$ cat src/rtl/exception_sequencer_pkg.sv
// Shared CP0 definitions: register indices, exception codes, the default
// exception entry vector and the sequencer state encoding.
package cp0_defs;

    // CP0 register indices written by the sequencer
    localparam logic [4:0] CP0_BADVADDR = 5'd8;
    localparam logic [4:0] CP0_STATUS   = 5'd12;
    localparam logic [4:0] CP0_CAUSE    = 5'd13;
    localparam logic [4:0] CP0_EPC      = 5'd14;

    // ExcCode values carried in Cause[6:2]
    localparam logic [4:0] EXC_INT  = 5'd0;
    localparam logic [4:0] EXC_MOD  = 5'd1;
    localparam logic [4:0] EXC_TLBL = 5'd2;
    localparam logic [4:0] EXC_TLBS = 5'd3;
    localparam logic [4:0] EXC_ADEL = 5'd4;
    localparam logic [4:0] EXC_ADES = 5'd5;
    localparam logic [4:0] EXC_SYS  = 5'd8;
    localparam logic [4:0] EXC_BP   = 5'd9;
    localparam logic [4:0] EXC_RI   = 5'd10;
    localparam logic [4:0] EXC_CPU  = 5'd11;
    localparam logic [4:0] EXC_OV   = 5'd12;

    // General exception entry address
    localparam logic [31:0] DEFAULT_EXC_VECTOR = 32'hBFC0_0380;

    // Status bit positions
    localparam int STATUS_IE  = 0;
    localparam int STATUS_EXL = 1;

    // Sequencer states; each lasts exactly one cycle except IDLE
    typedef enum logic [2:0] {
        S_IDLE     = 3'd0,
        S_W_EPC    = 3'd1,
        S_W_BADV   = 3'd2,
        S_W_CAUSE  = 3'd3,
        S_W_STATUS = 3'd4,
        S_E_STATUS = 3'd5,
        S_REDIRECT = 3'd6
    } seq_state_t;

endpackage

$ cat src/rtl/exception_sequencer_int_detect.sv
// Interrupt pending detection: an enabled, unmasked interrupt line while
// not already at exception level. Purely combinational.
module int_detect (
    input  logic       ie,
    input  logic       exl,
    input  logic [7:0] im,
    input  logic [5:0] hw_int,
    input  logic [1:0] sw_int,
    output logic       int_pending
);

    // Hardware lines occupy IP[7:2], software lines IP[1:0]
    always_comb begin
        int_pending = ie & ~exl & (|(im & {hw_int, sw_int}));
    end

endmodule

$ cat src/rtl/exception_sequencer.sv
// Exception / interrupt / ERET sequencer. Accepts one event from the commit
// stage, performs the CP0 writes one per cycle, then flushes and redirects
// fetch.
//
// Handshake: the sequencer samples mem_valid together with exc_req,
// int_pending or eret_req only while busy=0; an event is taken on the clock
// edge where it is seen in IDLE, and busy is high from the next cycle until
// the cycle after REDIRECT. While busy=1 all requests are ignored and the
// pipeline must keep holding them.
module exception_sequencer
    import cp0_defs::*;
#(
    parameter int                 WIDTH      = 32,
    parameter logic [WIDTH-1:0]   EXC_VECTOR = WIDTH'(DEFAULT_EXC_VECTOR)
) (
    input  logic             clk,
    input  logic             rst,
    input  logic             mem_valid,
    input  logic [WIDTH-1:0] mem_pc,
    input  logic             mem_bd,
    input  logic             exc_req,
    input  logic [4:0]       exc_code,
    input  logic             exc_badv_valid,
    input  logic [WIDTH-1:0] exc_badvaddr,
    input  logic             eret_req,
    input  logic [5:0]       hw_int,
    input  logic [WIDTH-1:0] status_in,
    input  logic [WIDTH-1:0] cause_in,
    input  logic [WIDTH-1:0] epc_in,
    output logic             busy,
    output logic             cp0_we,
    output logic [4:0]       cp0_waddr,
    output logic [WIDTH-1:0] cp0_wdata,
    output logic             flush,
    output logic             redirect_valid,
    output logic [WIDTH-1:0] redirect_pc,
    output seq_state_t       dbg_state
);

    seq_state_t       state;
    seq_state_t       nxt;
    logic             int_pending;

    // Event context captured at acceptance
    logic [WIDTH-1:0] pc_q;
    logic             bd_q;
    logic [4:0]       code_q;
    logic             badv_flag_q;
    logic [WIDTH-1:0] badvaddr_q;
    logic             exl_q;

    // Context seen by the next-state logic: live inputs in the accepting
    // cycle, the captured copy afterwards
    logic [WIDTH-1:0] src_pc;
    logic             src_bd;
    logic [4:0]       src_code;
    logic             src_badv_flag;
    logic [WIDTH-1:0] src_badvaddr;
    logic             src_exl;

    logic             nxt_we;
    logic [4:0]       nxt_waddr;
    logic [WIDTH-1:0] nxt_wdata;
    logic             nxt_redirect;
    logic [WIDTH-1:0] nxt_rpc;
    logic             cause_bd;
    logic [31:0]      cause_word;

    // Cause bits that the sequencer neither reads nor rewrites from the input
    logic unused_cause_bits;
    assign unused_cause_bits = ^{cause_in[15:10], cause_in[7:0]};

    assign dbg_state = state;

    int_detect u_int_detect (
        .ie          (status_in[STATUS_IE]),
        .exl         (status_in[STATUS_EXL]),
        .im          (status_in[15:8]),
        .hw_int      (hw_int),
        .sw_int      (cause_in[9:8]),
        .int_pending (int_pending)
    );

    // Select live or captured event context
    always_comb begin
        if (state == S_IDLE) begin
            src_pc        = mem_pc;
            src_bd        = mem_bd;
            src_code      = exc_req ? exc_code : EXC_INT;
            src_badv_flag = exc_req & exc_badv_valid;
            src_badvaddr  = exc_badvaddr;
            src_exl       = status_in[STATUS_EXL];
        end else begin
            src_pc        = pc_q;
            src_bd        = bd_q;
            src_code      = code_q;
            src_badv_flag = badv_flag_q;
            src_badvaddr  = badvaddr_q;
            src_exl       = exl_q;
        end
    end

    // Next state and the CP0 write / redirect values belonging to it
    always_comb begin
        nxt          = S_IDLE;
        nxt_we       = 1'b0;
        nxt_waddr    = 5'd0;
        nxt_wdata    = '0;
        nxt_redirect = 1'b0;
        nxt_rpc      = '0;
        // Nested exceptions keep the original EPC, so BD must stay as well
        cause_bd     = src_exl ? cause_in[31] : src_bd;
        cause_word   = {cause_bd, cause_in[30:16], hw_int, cause_in[9:8],
                        1'b0, src_code, 2'b00};

        case (state)
            S_IDLE: begin
                if (mem_valid && (exc_req || int_pending)) begin
                    if (!src_exl)           nxt = S_W_EPC;
                    else if (src_badv_flag) nxt = S_W_BADV;
                    else                    nxt = S_W_CAUSE;
                end else if (mem_valid && eret_req) begin
                    nxt = S_E_STATUS;
                end
            end
            S_W_EPC:    nxt = src_badv_flag ? S_W_BADV : S_W_CAUSE;
            S_W_BADV:   nxt = S_W_CAUSE;
            S_W_CAUSE:  nxt = S_W_STATUS;
            S_W_STATUS: nxt = S_REDIRECT;
            S_E_STATUS: nxt = S_REDIRECT;
            default:    nxt = S_IDLE;
        endcase

        case (nxt)
            S_W_EPC: begin
                nxt_we    = 1'b1;
                nxt_waddr = CP0_EPC;
                nxt_wdata = src_bd ? (src_pc - WIDTH'(4)) : src_pc;
            end
            S_W_BADV: begin
                nxt_we    = 1'b1;
                nxt_waddr = CP0_BADVADDR;
                nxt_wdata = src_badvaddr;
            end
            S_W_CAUSE: begin
                nxt_we    = 1'b1;
                nxt_waddr = CP0_CAUSE;
                nxt_wdata = WIDTH'(cause_word);
            end
            S_W_STATUS: begin
                nxt_we    = 1'b1;
                nxt_waddr = CP0_STATUS;
                nxt_wdata = status_in | WIDTH'(2);
            end
            S_E_STATUS: begin
                nxt_we    = 1'b1;
                nxt_waddr = CP0_STATUS;
                nxt_wdata = status_in & ~WIDTH'(2);
            end
            S_REDIRECT: begin
                nxt_redirect = 1'b1;
                nxt_rpc      = (state == S_E_STATUS) ? epc_in : EXC_VECTOR;
            end
            default: ;
        endcase
    end

    // Sequencer state, registered outputs and captured event context
    always_ff @(posedge clk or posedge rst) begin
        if (rst) begin
            state          <= S_IDLE;
            busy           <= 1'b0;
            cp0_we         <= 1'b0;
            cp0_waddr      <= 5'd0;
            cp0_wdata      <= '0;
            flush          <= 1'b0;
            redirect_valid <= 1'b0;
            redirect_pc    <= '0;
            pc_q           <= '0;
            bd_q           <= 1'b0;
            code_q         <= 5'd0;
            badv_flag_q    <= 1'b0;
            badvaddr_q     <= '0;
            exl_q          <= 1'b0;
        end else begin
            state          <= nxt;
            busy           <= (nxt != S_IDLE);
            cp0_we         <= nxt_we;
            cp0_waddr      <= nxt_waddr;
            cp0_wdata      <= nxt_wdata;
            flush          <= nxt_redirect;
            redirect_valid <= nxt_redirect;
            redirect_pc    <= nxt_rpc;
            if (state == S_IDLE) begin
                pc_q        <= src_pc;
                bd_q        <= src_bd;
                code_q      <= src_code;
                badv_flag_q <= src_badv_flag;
                badvaddr_q  <= src_badvaddr;
                exl_q       <= src_exl;
            end
        end
    end

endmodule

$ cat config.mk
export PLATFORM = sky130hd
export DESIGN_NAME = exception_sequencer
export DESIGN_NICKNAME = d
export VERILOG_FILES = /design/src/rtl/exception_sequencer_pkg.sv /design/src/rtl/exception_sequencer_int_detect.sv /design/src/rtl/exception_sequencer.sv
export SDC_FILE = /design/constraint.sdc
export NUM_CORES = 1
export LEC_CHECK = 0
export ABC_CLOCK_PERIOD_IN_PS = 5780
export CORE_ASPECT_RATIO = 1.2
export CORE_MARGIN = 1.5
export CORE_UTILIZATION = 40
export CTS_CLUSTER_DIAMETER = 200
export DETAILED_ROUTE_END_ITERATION = 7
export GPL_ROUTABILITY_DRIVEN = 0
export PLACE_DENSITY_LB_ADDON = 0.05
export SLEW_MARGIN = 15
export SYNTH_ARGS = -nofsm -noshare
export SYNTH_HDL_FRONTEND = slang
export SYNTH_SLANG_ARGS = --single-unit
$ cat constraint.sdc
create_clock -name clk -period 5.78 [get_ports clk]
set_input_delay 1.156 -clock clk [delete_from_list [all_inputs] [get_ports clk]]
set_output_delay 1.156 -clock clk [all_outputs]
set_load 0.01 [all_outputs]
==> results.json <==
{
  "dieArea_um2": 17800,
  "post-route-period-util_pct": 68.2,
  "cts_root_buffer": "clkbuf_16",
  "ir_worst_vdd_v": 0.000484,
  "avgSynthCellArea_um2": 9.57,
  "worst_setup_path_start_kind": "input port",
  "power_density_nw_per_um2": 544,
  "min_to": "code_q[0]$_DFFE_PP0P_",
  "cts_buffer_depth": 2,
  "post-place-ws_ps": 1440,
  "yosysMostFrequentCell": "nand2_1",
  "p_leak_nw": 4.45,
  "crit_fanout": 21,
  "synthTopCellsByCount": "nand2_1 (203), dfrtp_1 (146), xnor2_1 (25)",
  "die_h_um": 146,
  "ys_ff_latch": 146,
  "ys_types": 61,
  "initial_utilization_pct": 40.6,
  "area_growth_pct": 47.8,
  "rr_startpoint": "dbg_state[0]$_DFF_PP0_",
  "finClkSkew_ps": 6.44,
  "cts_tree": "yes",
  "hold_viol_final": 0,
  "ys_seq_area_share_pct": 53.6,
  "hp-start": "code_q[0]$_DFFE_PP0P_",
  "cts.sinks": 146,
  "worst-r2r-setup-slack_ps": 2120,
  "num_rows": 52,
  "stdcell_area_um2": 10100,
  "clock_latency_ps": 430,
  "yosys-top-cells-area": "dfrtp_1 (54%), nand2_1 (11%), xnor2_1 (3.2%)",
  "wl_per_cell_um": 18.8,
  "fin_nets": 1115,
  "grt_setup_unrepaired": "false",
  "worstRegToRegCells": 10,
  "grt_pass1_wl_um": 33700,
  "cp.arrival_ps": 4310,
  "ctsResizeCount": 0,
  "drtIter0Drc": 430,
  "max_freq_mhz": 254,
  "cts.clk_slew.worst_paths_ps": 60,
  "synthesis.nets": 891,
  "hold_buffers": 0,
  "fillers": 1473,
  "worst_pin_slew_ps": 1210,
  "postLayoutSetupSlackWorst_ps": 1840,
  "outcome": "complete, no violations",
  "maxCapViolations": 0,
  "dp_hpwl_um": 16000,
  "endpoint_kind": "flop",
  "synth.yosys.warnings": 0,
  "hold_depth": 2,
  "via_count": 6320,
  "cp_slowest_cell": "nor2_2",
  "synthArstFlopShare_pct": 100,
  "crit_type": "input port to flop",
  "netlist_area_um2": 6820,
  "max-slew-margin-rel_pct": 19.5,
  "netlist_instances": 712,
  "min_period_ps": 3940,
  "port_buffers": 238,
  "setup_tns_ps": 0,
  "slew_violations": 0,
  "cp_top_family": "buffers and inverters",
  "core_um2": 16800,
  "cts_setup_buffers": 0,
  "cp.required_ps": 6150,
  "cpPeakStageDelay_ps": 1000,
  "r2r_end": "cp0_wdata[28]$_DFF_PP0_",
  "placed_cell_area_um2": 9360,
  "drive_gt1_share_pct": 6.95,
  "drc": 0,
  "antenna_found_initial": 1,
  "worst-path-buf-inv": 3,
  "hp-class": "flop to flop",
  "finalSetupViolations": 0,
  "grt_pass1_vias": 6157,
  "via_per_inst": 5.42,
  "synth_area_leader_cell": "dfrtp_1",
  "cts_made_buffers": 17,
  "track_usage_pct": 25.0,
  "synth_edf_count": 0,
  "drtAntennaViolNets": 0,
  "htree_levels": 4,
  "drt-pass1-iter-count": 5,
  "grt_max_degree": 117,
  "final_util_pct": 60.0,
  "die_w_um": 122,
  "io_pins": 254,
  "gr-total-overflow": 0,
  "synth_top_area_share_pct": 53.6,
  "cp_cell_sequence": "clkdlybuf4s50_1, a31oi_1, mux2_2, inv_1, nor2_2, buf_4, a22o_1, a221o_1",
  "drt_wl_total_um": 21900,
  "synth_flop_cell": "dfrtp_1"
}
-- sequential cells by signal, summed over array words and instances, names as in the netlist --
name,count
cp0_we,1
bd_q,1
cp0_wdata,32
busy,1
code_q,5
pc_q,32
dbg_state,3
badvaddr_q,32
exl_q,1
redirect_pc,32
cp0_waddr,4
badv_flag_q,1
redirect_valid,1
-- worst register-to-register path, stage by stage, from the launching register on --
cell and delay (ps):
dfrtp_2 650, nor3_2 290, buf_4 280, mux2i_1 360
ha_1 260, nand3b_1 190, nor3_1 520, o22ai_1 330
nor4b_2 380, xnor2_1 190, o21ai_1 90
-- cells by family (layout without fill, tap and decap cells) --
| family | count (synthesis) | in the layout | share of synthesized area, % |
|---|---|---|---|
| xor+xnor | 31 | 31 | 3.98 |
| fa+ha+maj | 1 | 1 | 0.184 |
| compound gates | 116 | 116 | 12.2 |
| flops | 146 | 146 | 53.6 |
| other cells | 1 | 2 | 0.0550 |
| simple gates | 335 | 335 | 23.4 |
| buf+inv | 67 | 304 | 4.26 |
| mux | 15 | 15 | 2.29 |
-- final cells by class --
type                            instances  area (um2)  share of cell area [%]
Sequential cell                       146        3650                    36.3
Clock inverter                         14         250                    2.48
Tap cell                              216         270                    2.68
Clock buffer                           18         429                    4.26
Timing Repair Buffer                  248        2480                    24.6
Antenna cell                            1        2.50                  0.0248
Inverter                               24        95.1                   0.944
Multi-Input combinational cell        499        2900                    28.7
-- how the worst max path moves through the flow --
stage	startpoint	endpoint	depth (start not counted)
finish	status_in[1]	cp0_wdata[14]$_DFF_PP0_	8
global route	status_in[1]	cp0_wdata[11]$_DFF_PP0_	8
CTS	status_in[1]	cp0_wdata[14]$_DFF_PP0_	8
detailed placement	status_in[1]	cp0_wdata[14]$_DFF_PP0_	8
global placement	status_in[1]	cp0_wdata[11]$_DFF_PP0_	8
floorplan	rst	badv_flag_q$_DFFE_PP0P_	1
-- power by group --
part,switching [mW],internal (mW),leakage [nW]
registers,0.224,1.46,1.85
logic,1.50,1.03,2.27
clock network,0.451,0.817,0.324
-- per-stage QoR --
| stage | std cells | total power [mW] | hold WS, ps |
|---|---|---|---|
| after floorplan | 712 | 3.21 | 435 |
| after global placement | 1132 | 4.16 | 447 |
| after detailed placement | 1132 | 4.22 | 454 |
| after CTS | 1164 | 5.50 | 467 |
| after global routing | 1166 | 5.83 | 492 |
| final | 1166 | 5.48 | 467 |
-- layer usage --
layer  GRT usage (%)  share of wire, %  up-vias
met1            31.8                42     3095
met3            4.78               5.9       47
li1                -                 -     2933
met5               0                 0        -
met4            10.8               3.2        0
met2            41.2                49      245
-- cells in the final DEF (no fill, tap or decap), drive strengths merged, types with 12 or more instances in the layout --
| cell type | Yosys | final |
|---|---|---|
| a21oi | 23 | 23 |
| and3 | 20 | 20 |
| nand3 | 12 | 12 |
| inv | 23 | 27 |
| clkbuf | 23 | 18 |
| nand2 | 203 | 203 |
| xnor2 | 25 | 25 |
| nor2 | 24 | 24 |
| o21ai | 24 | 24 |
| a22oi | 17 | 17 |
| nor3 | 24 | 24 |
| dfrtp | 146 | 146 |
| a222oi | 13 | 13 |
| clkdlybuf4s50 | 0 | 238 |
| nor4 | 19 | 19 |
Note: power is estimated with default switching activity, not from simulation.
